$ cat src/rtl/jpeg_pkg.sv
// Constants and types shared by the JPEG coefficient reorder blocks.
// ZIGZAG_TO_RASTER[k] is the raster index (row*8+col) of zigzag position k.
package jpeg_pkg;

  localparam int BLOCK_SIZE = 64;

  localparam logic [5:0] ZIGZAG_TO_RASTER [64] = '{
    6'd0,  6'd1,  6'd8,  6'd16, 6'd9,  6'd2,  6'd3,  6'd10,
    6'd17, 6'd24, 6'd32, 6'd25, 6'd18, 6'd11, 6'd4,  6'd5,
    6'd12, 6'd19, 6'd26, 6'd33, 6'd40, 6'd48, 6'd41, 6'd34,
    6'd27, 6'd20, 6'd13, 6'd6,  6'd7,  6'd14, 6'd21, 6'd28,
    6'd35, 6'd42, 6'd49, 6'd56, 6'd57, 6'd50, 6'd43, 6'd36,
    6'd29, 6'd22, 6'd15, 6'd23, 6'd30, 6'd37, 6'd44, 6'd51,
    6'd58, 6'd59, 6'd52, 6'd45, 6'd38, 6'd31, 6'd39, 6'd46,
    6'd53, 6'd60, 6'd61, 6'd54, 6'd47, 6'd55, 6'd62, 6'd63
  };

  typedef struct packed {
    logic       valid;
    logic       last;
    logic [5:0] pos;
  } dctPort_t;

endpackage

$ cat src/rtl/izz_bank_ram.sv
// Two 64-entry coefficient banks in one array; address bit 6 selects the bank.
// One write port and one registered read port; only the read register is reset.
module izz_bank_ram #(
  parameter int DATA_WIDTH = 8
) (
  input  logic                  clk,
  input  logic                  rst,
  input  logic                  we,
  input  logic [6:0]            waddr,
  input  logic [DATA_WIDTH-1:0] wdata,
  input  logic                  re,
  input  logic [6:0]            raddr,
  output logic [DATA_WIDTH-1:0] rdata
);

  logic [DATA_WIDTH-1:0] mem [128];
  logic [DATA_WIDTH-1:0] rdata_q;

  always_ff @(posedge clk) begin
    if (we) begin
      mem[waddr] <= wdata;
    end
  end

  always_ff @(posedge clk) begin
    if (rst) begin
      rdata_q <= '0;
    end else if (re) begin
      rdata_q <= mem[raddr];
    end
  end

  assign rdata = rdata_q;

endmodule

$ cat src/rtl/izigzag_buffer.sv
// Inverse zigzag reorder: zigzag-ordered blocks in, raster-ordered blocks out,
// double-buffered so a new block can be written while the previous one is read.
module izigzag_buffer #(
  parameter int DATA_WIDTH = 8,
  parameter int BLOCK_SIZE = 64
) (
  input  logic                  clk,
  input  logic                  rst,
  input  logic [DATA_WIDTH-1:0] in_data,
  input  logic                  in_valid,
  output logic [DATA_WIDTH-1:0] out_data,
  output logic                  out_valid,
  output logic [5:0]            out_pos,
  output logic                  out_last
);

  import jpeg_pkg::ZIGZAG_TO_RASTER;
  import jpeg_pkg::dctPort_t;

  localparam logic [5:0] LAST_POS = 6'(BLOCK_SIZE - 1);
  localparam logic [0:0] ST_IDLE  = 1'b0;
  localparam logic [0:0] ST_READ  = 1'b1;

  logic [5:0] wr_k_q, wr_k_d;
  logic       wr_bank_q, wr_bank_d;
  logic [1:0] pending_q, pending_d;
  logic [0:0] state_q, state_d;
  logic [5:0] rd_pos_q, rd_pos_d;
  logic       rd_bank_q, rd_bank_d;
  dctPort_t   out_q, out_d;

  logic       wr_en_s, wr_done_s, rd_en_s;
  logic [1:0] pending_set_s, pending_clr_s, other_mask_s;
  logic [6:0] waddr_s, raddr_s;

  // Write side: zigzag counter and bank hand-over
  always_comb begin
    wr_en_s       = in_valid && !rst;
    wr_done_s     = wr_en_s && (wr_k_q == LAST_POS);
    wr_k_d        = wr_en_s ? (wr_k_q + 6'd1) : wr_k_q;
    wr_bank_d     = wr_done_s ? ~wr_bank_q : wr_bank_q;
    pending_set_s = wr_done_s ? (wr_bank_q ? 2'b10 : 2'b01) : 2'b00;
    waddr_s       = {wr_bank_q, ZIGZAG_TO_RASTER[wr_k_q]};
  end

  // Read FSM; a hand-over landing on the final read edge is seen via pending_set_s
  always_comb begin
    state_d       = state_q;
    rd_pos_d      = rd_pos_q;
    rd_bank_d     = rd_bank_q;
    rd_en_s       = 1'b0;
    pending_clr_s = 2'b00;
    other_mask_s  = rd_bank_q ? 2'b01 : 2'b10;
    case (state_q)
      ST_IDLE: begin
        if (pending_q != 2'b00) begin
          state_d   = ST_READ;
          rd_pos_d  = 6'd0;
          rd_bank_d = pending_q[0] ? 1'b0 : 1'b1;
        end else begin
          state_d   = ST_IDLE;
        end
      end
      ST_READ: begin
        rd_en_s = 1'b1;
        if (rd_pos_q == LAST_POS) begin
          pending_clr_s = rd_bank_q ? 2'b10 : 2'b01;
          rd_pos_d      = 6'd0;
          if (((pending_q | pending_set_s) & other_mask_s) != 2'b00) begin
            state_d   = ST_READ;
            rd_bank_d = ~rd_bank_q;
          end else begin
            state_d   = ST_IDLE;
          end
        end else begin
          rd_pos_d = rd_pos_q + 6'd1;
        end
      end
      default: begin
        state_d = ST_IDLE;
      end
    endcase
    pending_d = (pending_q & ~pending_clr_s) | pending_set_s;
    raddr_s   = {rd_bank_q, rd_pos_q};
  end

  // Output sideband aligned with the RAM's registered read data
  always_comb begin
    out_d.valid = rd_en_s;
    out_d.last  = rd_en_s && (rd_pos_q == LAST_POS);
    out_d.pos   = rd_en_s ? rd_pos_q : out_q.pos;
  end

  // State registers
  always_ff @(posedge clk) begin
    if (rst) begin
      wr_k_q    <= 6'd0;
      wr_bank_q <= 1'b0;
      pending_q <= 2'b00;
      state_q   <= ST_IDLE;
      rd_pos_q  <= 6'd0;
      rd_bank_q <= 1'b0;
      out_q     <= '0;
    end else begin
      wr_k_q    <= wr_k_d;
      wr_bank_q <= wr_bank_d;
      pending_q <= pending_d;
      state_q   <= state_d;
      rd_pos_q  <= rd_pos_d;
      rd_bank_q <= rd_bank_d;
      out_q     <= out_d;
    end
  end

  izz_bank_ram #(
    .DATA_WIDTH(DATA_WIDTH)
  ) u_ram (
    .clk  (clk),
    .rst  (rst),
    .we   (wr_en_s),
    .waddr(waddr_s),
    .wdata(in_data),
    .re   (rd_en_s),
    .raddr(raddr_s),
    .rdata(out_data)
  );

  assign out_valid = out_q.valid;
  assign out_last  = out_q.last;
  assign out_pos   = out_q.pos;

endmodule
$ cat config.mk
export PLATFORM = sky130hd
export DESIGN_NAME = izigzag_buffer
export DESIGN_NICKNAME = d
export VERILOG_FILES = /design/src/rtl/jpeg_pkg.sv /design/src/rtl/izz_bank_ram.sv /design/src/rtl/izigzag_buffer.sv
export SDC_FILE = /design/constraint.sdc
export NUM_CORES = 1
export LEC_CHECK = 0
export CORE_MARGIN = 4
export CORE_UTILIZATION = 60
export DETAILED_ROUTE_END_ITERATION = 16
export PLACE_DENSITY_LB_ADDON = 0.05
export SETUP_SLACK_MARGIN = 0.3
export SLEW_MARGIN = 40
export SYNTH_ARGS = -nofsm -noshare
export SYNTH_HDL_FRONTEND = slang
export SYNTH_HIERARCHICAL = 1
export SYNTH_SLANG_ARGS = --single-unit
$ cat constraint.sdc
create_clock -name clk -period 11.61 [get_ports clk]
set_input_delay 2.322 -clock clk [delete_from_list [all_inputs] [get_ports clk]]
set_output_delay 2.322 -clock clk [all_outputs]
set_load 0.02 [all_outputs]
=== After elaboration in Yosys (flattened, before gate mapping) ===
Memory sizes are Yosys's and may differ from the RTL's. A register that Yosys moved wholly into a read port is not among the register bits.
Cells that the tools add are included.

* Bits in registers: 25
* Bits in latches: 0
* Memory bits (writable): 1024
* ROM bits: 384
* Output and inout port bits: 16
* Memories kept: 2

* $add $sub $neg: 2
* $mul: 0
* Divide/modulo/power cells: 0
* $lt $le $gt $ge: 1
* Eq/ne operators: 5
* Shift-type cells: 0
* Muxes and demuxes: 23
* Bitwise gates (word level): 9
* Reductions and logical operators: 7

{| class="wikitable"
|+ Memories
! name !! words !! bits a word !! rd ports !! clocked after Yosys merged registers in !! wr ports !! line !! text
|-
| u_ram.mem || 128 || 8 || 1 || 1 || 1 || izz_bank_ram.sv:16 || <nowiki>logic [DATA_WIDTH-1:0] mem [128];</nowiki>
|-
| (name not given) || 64 || 6 || 1 || 0 || 0 || izigzag_buffer.sv:43 || <nowiki>waddr_s = {wr_bank_q, ZIGZAG_TO_RASTER[wr_k_q]};</nowiki>
|}

{| class="wikitable"
|+ Operators with widths
! operator !! count
|-
| $mux 6 || 4
|-
| $add 6x1->6 const B || 2
|-
| $eq 6x6->1 const B || 2
|-
| $mux 2 || 6
|-
| $pmux 6 s2 || 1
|-
| $mux 1 || 10
|-
| $ge 7x7->1 const B || 1
|-
| $not 6->7 || 1
|-
| $and 2x2->2 || 2
|-
| $ne 2x1->1 const B || 2
|-
| $or 2x2->2 || 2
|-
| $pmux 1 s2 || 2
|-
| $reduce_bool 2->1 || 2
|-
| $logic_and 1x1->1 || 3
|-
| $not 1->1 || 3
|-
| $reduce_and 3->1 || 1
|-
| $ne 2x2->1 const B || 1
|-
| $not 2->2 || 1
|-
| $logic_not 1->1 || 1
|}

=== Depth between registers and ports, before layout ===
Gate-level depths: netlist of the first run.

* Depth in word-level cells: 10
* Gate-level depth with buffers: 13

=== Modules after synthesis ===
Netlist of the first run, hierarchy kept.

{| class="wikitable"
|+ Modules (own cells, without submodules)
! module !! times used !! cells an instance !! area each (um2) !! seq. area each (um2)
|-
| izz_bank_ram || 1 || 2025 || 40561.4 || 30909.6
|-
| izigzag_buffer || 1 || 218 || 1840.5 || 500.5
|}

=== Least setup slack after synthesis of the first run ===
No wires, ideal clock.

* Kind: input -> register
* Start point: input in_valid
* End point: memory u_ram.mem[30][0] (enable)
* Setup time: 0.371 ns
* Arrival time: 3.853 ns
* Required time: 11.239 ns
* Path slack: 7.386 ns
* Stages: 7
* Path buffers: 3
* Path through: buf_2 -> nor2b_1 -> clkbuf_1 -> nor2b_1 -> nand3_1 -> clkbuf_1 -> nor2_1

* Cells in the longest elaborated chain, start to end: 3

{| class="wikitable"
|+ Ends and longest elaborated chain
! item !! line !! text
|-
| start: declaration || izigzag_buffer.sv:10 || <nowiki>input logic in_valid,</nowiki>
|-
| $logic_and 1x1->1 || izigzag_buffer.sv:38 || <nowiki>wr_en_s = in_valid && !rst;</nowiki>
|-
| named net wr_en_s || izigzag_buffer.sv:32 || <nowiki>logic wr_en_s, wr_done_s, rd_en_s;</nowiki>
|-
| $mux 1 || izz_bank_ram.sv:20 || <nowiki>if (we) begin</nowiki>
|-
| $mux 1 (not written as such) || izz_bank_ram.sv:21 || <nowiki>mem[waddr] <= wdata;</nowiki>
|-
| end: declaration || izz_bank_ram.sv:16 ||
|}

The timed path passes the listed nets, and every way through them passes these cells.

=== Worst setup path in the final report of the first run ===
* Start point: input rst
* End point: memory u_ram.mem[32][3] (enable)

* Cells in the longest elaborated chain, start to end: 4

{| class="wikitable"
|+ Ends and longest elaborated chain
! item !! line !! text
|-
| start: declaration || izigzag_buffer.sv:8 || <nowiki>input logic rst,</nowiki>
|-
| $logic_not 1->1 || izigzag_buffer.sv:38 ||
|-
| $logic_and 1x1->1 || izigzag_buffer.sv:38 ||
|-
| named net wr_en_s || izigzag_buffer.sv:32 ||
|-
| $mux 1 || izz_bank_ram.sv:20 ||
|-
| $mux 1 (not written as such) || izz_bank_ram.sv:21 ||
|}

The timed path passes the listed nets, and every way through them passes these cells.

==> results of run 1 <==
synth_stat cells (all sizes together), types with 21 or more instances:
cell type	instances	area share, %
mux2	22	0.58
nor2	164	1.5
dfxtp	33	1.6
a21oi	58	0.68
edfxtp	1024	73
a22oi	105	1.9
nor2b	21	0.31
clkbuf	51	0.45
mux2i	213	5.0
mux4	173	9.3
nand3	37	0.45
nor3	39	0.52
o21ai	22	0.26
buf	79	1.7
nand2	46	0.41
state kept, by name, summed over array words and instances, names as in the netlist:
signal	count
u_ram/mem	1024
u_ram/rdata	8
out_pos	6
rd_pos_q	6
wr_k_q	6
pending_q	2
out_last	1
out_valid	1
rd_bank_q	1
state_q	1
wr_bank_q	1
area by class of cell:
class,count,area share [%]
repair buffers,72,1.53
clock inverters,64,1.55
well taps,940,2.51
inverters,13,0.104
clock buffers,123,5.75
flip-flops and latches,1057,67.0
multi-input cells,1043,21.6
power by group through the flow:
stage               sequential (mW)  clock [mW]  combinational, mW
finish                         4.19        3.36              0.145
CTS                            4.19        3.41              0.145
global route                   4.19        3.59              0.152
global placement               4.27           0              0.142
floorplan                      4.27           0             0.0370
detailed placement             4.27           0              0.145
logic make-up (layout without fill, tap and decap cells):
| logic type | after synthesis | after routing | share of synthesized area, % |
|---|---|---|---|
| flip-flops | 1057 | 1057 | 74.1 |
| multiplexers | 408 | 408 | 14.9 |
| AND/OR/NAND/NOR | 359 | 359 | 4.10 |
| AO/OA/AOI/OAI | 252 | 252 | 4.05 |
| buffers and inverters | 143 | 272 | 2.25 |
| adder cells (fa/ha/maj) | 17 | 17 | 0.502 |
| XOR/XNOR | 7 | 7 | 0.145 |
final timing paths:
kind,start,to,slack (ns),depth (start not counted)
min,out_pos[2],out_pos[2],0.50,2
max reg2reg,wr_k_q[0],u_ram/mem[32][3],6.86,10
min reg2reg,out_pos[2],out_pos[2],0.50,2
max,rst,u_ram/mem[32][3],6.77,8
per-layer routing:
metal / global-route usage [%] / part of all wire (%)
met1: 41.1 / 40
met2: 44.7 / 48
met3: 5.14 / 8.6
met4: 9.00 / 3.6
met5: 0.197 / 0
through the flow:
step	util (%)	hold WS (ns)	total power [mW]	worst slack (ns)	area, µm²
6_report	67.0	0.501	7.70	6.77	46900
5_1_grt	67.0	0.526	7.92	6.66	46900
4_1_cts	66.9	0.504	7.74	6.82	46800
3_5_place_dp	62.0	0.482	4.41	6.17	43400
3_3_place_gp	61.8	0.477	4.41	6.26	43300
2_1_floorplan	-	0.496	4.31	7.39	42400
worst reg2reg max path: cells and delay by family (launching register included):
family / cells / cell delay [ns]
buf+inv: 3 / 0.99
compound gates: 3 / 1.06
flops: 1 / 0.67
fa+ha+maj: 1 / 0.33
simple gates: 3 / 1.37
==> metrics.csv, run 1 <==
stage;metric;value;unit
cts;total CTS buffers;102;
critical_path;Worst EP arrival;5.12;ns
die;Core ar.;0.0700;mm²
finish;n_diodes;0;
timing;clock skew;0.0270;ns
timing;Setup Viol. Count Final;0;
critical_path;CP Max Fanout;35;
cts;CTS Hold Bufs;0;
logic_synthesis;Synth Instances;2243;
logic_synthesis;Yosys cell types;62;
power_and_ir_drop;P_int;6.19;mW
power_and_ir_drop;switching share of total power;19.5;%
critical_path;CP Capture Type;flop;
die;row count;97;
power_and_ir_drop;Sequential Power Share;54.4;%
finish;multi-input logic area;0.0101;mm²
finish;fill count;4604;
critical_path;Critical Path, Cell by Cell;clkdlybuf4s50_1 > buf_4 > nor2b_1 > buf_4 > nor2b_1 > nand2_1 > buf_4 > nor2_1;
critical_path;buffers plus inverters on the worst setup path;4;
cts;deepest clock path buffer count;3;
critical_path;critical path's slowest cell;nor2_1;
critical_path;Required @ worst endpoint;11.89;ns
cts;Clock Tree Root;clkbuf_16;
detailed_routing;drt total wl;105;mm
cts;clk slew on worst S/H paths;0.06;ns
global_routing;initial antenna violation count;0;
worst_hold_path;hold crit path type;reg2reg;
cts;htree depth;3;
finish;final cell count without fillers;3312;
global_routing;pin count of the biggest net entering global routing;127;
logic_synthesis;Synth Warn #;6;
die;die height;274;µm
global_routing;total gr overflow;0;
power_and_ir_drop;Max VDD drop;0.140;mV
timing;Final Hold Fails;0;
die;die width;274;µm
detailed_routing;Initial DRT Pass Iterations;5;
timing;final worst path period need;4.84;ns
die;Die ar.;0.0750;mm²
flow_run;max_cap viols;0;
power_and_ir_drop;Psw;1.50;mW
logic_synthesis;Synth Flop Type;edfxtp_1;
logic_synthesis;post-synth design cell area;0.0424;mm²
critical_path;Critical Setup Path Class;in2reg;
place;GP Congestion;0.842;
finish;commonest non-fill, non-tap cell in the layout;edfxtp_1;
timing;worst-margin pin slew;0.886;ns
timing;Tcrit/Tclk final;41.7;%
cts;Setup Fix Bufs, Post-CTS;0;
power_and_ir_drop;Pwr Density;164;mW/mm²
timing;Setup TNS Final;0;ns
global_routing;first-pass GRT wire length;152;mm
run_status;outcome;completed;
place;# port buffers;26;
timing;Max Slew Vio Count;0;
logic_synthesis;synthesized area per cell;18.9;µm²
cts;worst skew pair latency;0.66;ns
critical_path;Top delay family on crit path;simple AND/OR/NAND/NOR gates;
logic_synthesis;Yosys reg bits;1057;
detailed_routing;DRT iter0 DRCs;2685;
global_routing;gr usage total;28.3;%
cts;post-cts gate resize count;0;
detailed_routing;post-DR wirelength/cell;31.8;µm
critical_path;Critical Path Source Type;input port;
power_and_ir_drop;power share of the combinational group;1.9;%
place;placed cells;3123;
detailed_routing;DRC errors left;0;
die;io pins;27;
cts;# clock sinks;1057;
logic_synthesis;EDFF count, synth;1024;
critical_path;CP most frequent cell;buf_4;
timing;RSZ-0062 raised after global routing;no;
timing;Rel. slew slack;40.8;%
timing;fmax;206;MHz
logic_synthesis;ys async rst share;0;%
detailed_routing;Via Count;22200;
logic_synthesis;sequential area share after synthesis;74.1;%
place;dpl hpwl;65.1;mm
finish;most frequent cells in the layout;1,024 x edfxtp_1, 213 x mux2i_1, 165 x mux4_2;
cts;TritonCTS clock tree;yes;
finish;layout cells sized above 1;18.5;%
detailed_routing;vias per inst;6.69;
power_and_ir_drop;Lkg Pwr;14.0;nW
global_routing;vias in the first global route;21800;
die;Starting Density;60.5;%
finish;storage element area;0.0314;mm²
power_and_ir_drop;clock share of power;43.7;%
detailed_routing;antenna-violating nets left;0;
finish;Layout area overhead;10.6;%
critical_path;CP peak stage delay;0.56;ns
logic_synthesis;Synth Net Count;2271;
finish;number of nets in the layout;2317;
No activity file was read; power rests on OpenSTA's default activity.
==> inputs of run 2 (changes only) <==
- CORE_UTILIZATION: 60 -> 57
- clock period: 11.61 -> 4.31 ns (I/O delays scaled with it)
==> run 2 against run 1 <==
Global-route usage down 1.3 points. Final cell count increased by 6.1%. Cell area rose by 2.8%. Die area is 5.1% higher. Sequential power increased to 2.7 times the previous value. Utilization shrank 1.2 points. Sequential share of layout area down 1.9 points. First-iteration DRC count about the same. Flip-flop and latch count did not move. Setup slack worse by 6.4 ns. Register-to-register slack worse by 6.4 ns. Via count is 2.0% higher. Critical endpoint is now u_ram/mem[0][7]. Highest routed layer unchanged.
==> metrics.csv, run 2 (synthesis gave the netlist of run 1 again) <==
stage;metric;value;unit;change
run_status;outcome;completed;;
power_and_ir_drop;Sequential Power Share;54.6;%;+0.2 points
detailed_routing;DRT iter0 DRCs;2683;;-0.074%
finish;commonest non-fill, non-tap cell in the layout;edfxtp_1;;
detailed_routing;post-DR wirelength/cell;29.9;µm;-5.9%
global_routing;initial antenna violation count;0;;unchanged
critical_path;Critical Path Source Type;flop;;
timing;Rel. slew slack;37.6;%;-3.2 points
die;row count;99;;+2.1%
finish;final cell count without fillers;3514;;+6.1%
die;die width;281;µm;+2.5%
timing;Tcrit/Tclk final;90.5;%;
power_and_ir_drop;clock share of power;43.6;%;about the same
power_and_ir_drop;power share of the combinational group;1.8;%;about the same
timing;RSZ-0062 raised after global routing;yes;;
critical_path;Worst EP arrival;4.27;ns;-0.85 ns
detailed_routing;drt total wl;105;mm;-0.16%
detailed_routing;Via Count;22600;;+2.0%
finish;max reg flops;1024;;unchanged
die;Die ar.;0.0788;mm²;+5.1%
critical_path;critical path's slowest cell;mux4_2;;
timing;final worst path period need;3.90;ns;
cts;TritonCTS clock tree;yes;;
cts;deepest clock path buffer count;3;;unchanged
die;io pins;27;;unchanged
global_routing;vias in the first global route;22600;;+3.5%
global_routing;met2 usage;40.9;%;-3.8 points
finish;most frequent cells in the layout;1,024 x edfxtp_1, 213 x mux2i_1, 212 x buf_4;;
detailed_routing;Initial DRT Pass Iterations;5;;unchanged
finish;number of nets in the layout;2495;;+7.7%
power_and_ir_drop;switching share of total power;19.5;%;-0.062 points
place;placed cells;3318;;+6.2%
cts;CTS Hold Bufs;0;;unchanged
power_and_ir_drop;Lkg Pwr;14.9;nW;+6.8%
die;Starting Density;57.8;%;-2.7 points
detailed_routing;vias per inst;6.43;;-3.9%
timing;worst-margin pin slew;0.928;ns;+0.0419 ns
global_routing;GRT met1 Usage;40.2;%;-0.92 points
place;dpl hpwl;68.1;mm;+4.7%
finish;Largest Register;u_ram/mem;;
global_routing;GR Util met3;5.52;%;+0.38 points
global_routing;pin count of the biggest net entering global routing;129;;+1.6%
critical_path;CP peak stage delay;0.56;ns;about the same
cts;worst skew pair latency;0.65;ns;about the same
cts;htree depth;3;;unchanged
critical_path;CP Max Fanout;11;;-69%
timing;Max Slew Vio Count;0;;unchanged
place;GP Congestion;0.891;;+5.8%
die;Core ar.;0.0733;mm²;+4.7%
timing;Setup Viol. Count Final;0;;unchanged
power_and_ir_drop;Max VDD drop;0.343;mV;+150%
worst_hold_path;hold crit path type;reg2reg;;
detailed_routing;antenna-violating nets left;0;;unchanged
finish;layout cells sized above 1;24.2;%;+5.6 points
timing;fmax;256;MHz;
power_and_ir_drop;Pwr Density;428;mW/mm²;+160%
power_and_ir_drop;Final Power;20.7;mW;+170%
critical_path;Critical Setup Path Class;reg2reg;;
global_routing;GRT Max-Usage Layer;met2;;
critical_path;reg2reg setup slack;0.41;ns;-6.45 ns
cts;clk slew on worst S/H paths;0.07;ns;about the same
flow_run;max_cap viols;0;;unchanged
critical_path;CP Capture Type;flop;;
timing;Setup TNS Final;0;ns;unchanged
detailed_routing;DRC errors left;0;;unchanged
place;# port buffers;26;;unchanged
timing;Final Hold Fails;0;;unchanged
global_routing;total gr overflow;0;;unchanged
timing;clock skew;0.0253;ns;-0.00174 ns
critical_path;Critical Path, Cell by Cell;inv_1 > ha_1 > nor2b_1 > a211oi_1 > a21oi_1 > mux4_2 > nor2_1 > nand2_1 > nor2_1 > buf_4;;
cts;# clock sinks;1057;;unchanged
power_and_ir_drop;P_int;16.6;mW;+170%
power_and_ir_drop;Psw;4.02;mW;+170%
critical_path;CP most frequent cell;nor2_1;;
critical_path;Required @ worst endpoint;4.68;ns;-7.21 ns
global_routing;first-pass GRT wire length;154;mm;+1.5%
cts;Clock Tree Root;clkbuf_16;;
finish;Layout area overhead;13.8;%;
die;die height;281;µm;+2.5%
cts;total CTS buffers;104;;+2.0%
global_routing;gr usage total;27.0;%;-1.3 points
==> run 2: metal layers <==
metal,wire length (µm),up-vias
met1,44300,11800
met3,8990,168
li1,-,9595
met2,48400,1063
met5,0,-
met4,3390,0
==> run 2: area by class of cell <==
class	count	area, µm²
sequential	1057	31400
clock inverter	56	566
inverter	13	48.8
clock buffer	137	2840
fill	4962	25100
antenna	1	2.50
multi-input combinational	1043	10100
tap	959	1200
timing repair buffer	248	2050
==> run 2: power by group through the flow <==
stage | Combinational, mW | Clock (mW) | Sequential (mW)
after floorplan | 0.0996 | 0 | 11.5
after global placement | 0.367 | 0 | 11.5
after detailed placement | 0.379 | 0 | 11.5
after CTS | 0.378 | 9.17 | 11.3
after global routing | 0.402 | 9.64 | 11.3
final | 0.377 | 9.00 | 11.3
==> run 2: what timing repair did <==
action                     4_1_cts  5_1_grt
setup endpoints to repair        0       63
resized for setup                0        6
setup buffers                    0        1
==> run 2: critical path, delay by kind of cell (launching register included) <==
family,cells,cell delay [ns]
buf+inv,2,0.42
compound gates,2,0.29
fa+ha+maj,1,0.45
mux,1,0.56
simple gates,4,1.35
flops,1,0.55
==> run 2: stage by stage <==
step,hold slack [ns],cell area (µm²),setup slack [ns],util (%)
final,0.504,48200,0.410,65.8
after global routing,0.527,48200,0.294,65.8
after CTS,0.512,48200,0.374,65.7
after detailed placement,0.491,44800,0.397,61.1
after global placement,0.487,44700,0.477,61.0
after floorplan,0.496,42400,0.662,-
==> run 2: final timing paths <==
path                                 start               to  cells past startpoint
worst max-delay path             wr_k_q[1]  u_ram/mem[0][7]                     10
worst min-delay path            out_pos[4]       out_pos[4]                      2
worst max register to register   wr_k_q[1]  u_ram/mem[0][7]                     10
worst min register to register  out_pos[4]       out_pos[4]                      2
==> inputs of run 3 (changes only) <==
- RECOVER_POWER: not set -> 50
==> run 3 against run 2 <==
The run now ends with max-capacitance violations, max-slew violations left. Sequential share of layout area is 0.12 points higher. Cell area is 0.19% lower. Flip-flop and latch count stayed put. Sequential power hardly changed. Utilization is 0.12 points lower. Count of clock-buffer cells in the layout stayed put. Non-clock buffer count stayed put. Setup slack worse by 0.0092 ns. Die area stayed put. Clock skew is 0.0019 ns higher. Critical path type is now in2reg.
==> metrics.csv, run 3 (synthesis gave the netlist of run 1 again) <==
stage;metric;value;unit;change
cts;total CTS buffers;104;;unchanged
place;GP Congestion;0.891;;unchanged
timing;Rel. slew slack;-129;%;-170 points
detailed_routing;DRC errors left;0;;unchanged
place;dpl hpwl;68.1;mm;unchanged
timing;final worst path period need;3.91;ns;+0.00916 ns
cts;Clock Tree Root;clkbuf_16;;
finish;commonest non-fill, non-tap cell in the layout;edfxtp_1;;
critical_path;R2R cell count;10;;unchanged
detailed_routing;drt total wl;105;mm;+0.13%
critical_path;CP Capture Type;flop;;
run_status;outcome;finished, violations left;;
power_and_ir_drop;Max VDD drop;0.343;mV;about the same
finish;multi-input logic area;0.0101;mm²;unchanged
finish;max reg flops;1024;;unchanged
global_routing;vias in the first global route;22600;;unchanged
place;placed cells;3318;;unchanged
timing;fmax;256;MHz;-0.23%
die;Starting Density;57.8;%;unchanged
global_routing;gr usage total;27.0;%;unchanged
critical_path;CP Max Fanout;62;;+51
critical_path;critical path's slowest cell;clkbuf_1;;
run_status;failing checks;max-capacitance violations, max-slew violations;;
detailed_routing;vias per inst;6.45;;+0.33%
worst_hold_path;hold-critical path depth;2;;unchanged
place;# port buffers;26;;unchanged
finish;n_diodes;0;;-1
timing;Setup Viol. Count Final;0;;unchanged
critical_path;Critical Path Source Type;input port;;
finish;fill count;4970;;+0.16%
finish;final cell count without fillers;3513;;-0.028%
cts;clk slew on worst S/H paths;0.06;ns;about the same
timing;Setup TNS Final;0;ns;unchanged
die;die width;281;µm;unchanged
critical_path;Critical Path, Cell by Cell;clkbuf_1 > clkbuf_2;;
global_routing;pin count of the biggest net entering global routing;129;;unchanged
timing;clock skew;0.0272;ns;+0.00193 ns
critical_path;Top delay family on crit path;buffers and inverters;;
die;row count;99;;unchanged
finish;layout cells sized above 1;23.8;%;-0.35 points
global_routing;first-pass GRT wire length;154;mm;unchanged
detailed_routing;DRT iter0 DRCs;2711;;+1.0%
timing;worst-margin pin slew;3.44;ns;+2.51 ns
global_routing;total gr overflow;0;;unchanged
power_and_ir_drop;Pwr Density;429;mW/mm²;+0.24%
cts;# clock sinks;1057;;unchanged
cts;deepest clock path buffer count;3;;unchanged
finish;Layout area overhead;13.6;%;
detailed_routing;post-DR wirelength/cell;30.0;µm;+0.16%
power_and_ir_drop;Final Power;20.7;mW;about the same
die;die height;281;µm;unchanged
detailed_routing;Via Count;22700;;+0.31%
critical_path;Critical Setup Path Class;in2reg;;
die;Core ar.;0.0733;mm²;unchanged
finish;number of nets in the layout;2495;;unchanged
finish;final core occ;65.7;%;-0.12 points
timing;RSZ-0062 raised after global routing;yes;;
global_routing;initial antenna violation count;0;;unchanged
critical_path;buffers plus inverters on the worst setup path;2;;unchanged
die;Die ar.;0.0788;mm²;unchanged
timing;Max Slew Vio Count;782;;+782
worst_hold_path;hold crit path type;reg2reg;;
finish;storage element area;0.0314;mm²;unchanged
cts;htree depth;3;;unchanged
critical_path;Worst EP arrival;4.23;ns;-0.04 ns
flow_run;max_cap viols;11;;+11
die;io pins;27;;unchanged
detailed_routing;Initial DRT Pass Iterations;6;;+1
timing;Tcrit/Tclk final;90.7;%;+0.21 points
detailed_routing;antenna-violating nets left;0;;unchanged
critical_path;Required @ worst endpoint;4.63;ns;-0.05 ns
timing;Final Hold Fails;0;;unchanged
cts;CTS Hold Bufs;0;;unchanged
finish;most frequent cells in the layout;1,024 x edfxtp_1, 213 x mux2i_1, 198 x buf_4;;
critical_path;critical path depth;2;;-8
cts;TritonCTS clock tree;yes;;
cts;worst skew pair latency;0.66;ns;about the same
critical_path;CP peak stage delay;2.32;ns;+1.76 ns
power_and_ir_drop;Lkg Pwr;14.9;nW;-0.17%
finish;Largest Register;u_ram/mem;;
run 3: changes by cell type in the layout (fill, tap and decap cells not counted), sizes merged:
| cell | delta |
|---|---|
| dlymetal6s2s | +1 |
| dlymetal6s4s | +1 |
| dlygate4sd3 | +1 |
| dlygate4sd2 | +3 |
| diode | -1 |
| clkdlybuf4s50 | -1 |
| clkbuf | +17 |
| buf | -22 |
run 3: power by group:
| group | internal (mW) | switching, mW | leakage [nW] |
|---|---|---|---|
| clock network | 5.29 | 3.72 | 1.68 |
| logic | 0.0653 | 0.302 | 3.75 |
| registers | 11.3 | 0.00588 | 9.47 |
| total | 16.6 | 4.03 | 14.9 |
run 3: path summary, 6_finish.rpt:
check	slack [ns]	start	end
setup / recovery	0.40	in_data[7]	u_ram/mem[109][7]
hold / removal	0.50	out_pos[4]	out_pos[4]
setup reg to reg	0.44	wr_k_q[1]	u_ram/mem[0][7]
hold reg to reg	0.50	out_pos[4]	out_pos[4]
run 3: layout make-up:
| class | instances | share of cell area [%] |
|---|---|---|
| timing repair buffer | 248 | 4.07 |
| inverter | 13 | 0.101 |
| sequential | 1057 | 65.3 |
| multi-input combinational | 1043 | 21.0 |
| clock buffer | 137 | 5.90 |
| clock inverter | 56 | 1.17 |
| tap | 959 | 2.49 |
run 3: metal layers:
| layer | track usage [%] | wire (µm) | vias to the layer above | part of all wire (%) |
|---|---|---|---|---|
| met1 | 40.2 | 43800 | 11800 | 42 |
| met2 | 40.9 | 48600 | 1064 | 46 |
| met5 | 0 | 0 | - | 0 |
| li1 | - | - | 9603 | - |
| met3 | 5.52 | 9440 | 171 | 9.0 |
| met4 | 9.13 | 3430 | 0 | 3.3 |
run 3: what timing repair did:
item,in CTS,in global routing
gates resized for setup,0,6
endpoints found under the setup margin,0,63
buffers inserted,0,1
run 3: through the flow:
stage / worst slack [ns] / hold WS [ns] / area [µm²]
detailed placement: 0.397 / 0.491 / 44800
floorplan: 0.662 / 0.496 / 42400
finish: 0.401 / 0.504 / 48200
global route: 0.164 / 0.527 / 48200
CTS: 0.374 / 0.512 / 48200
global placement: 0.477 / 0.487 / 44700
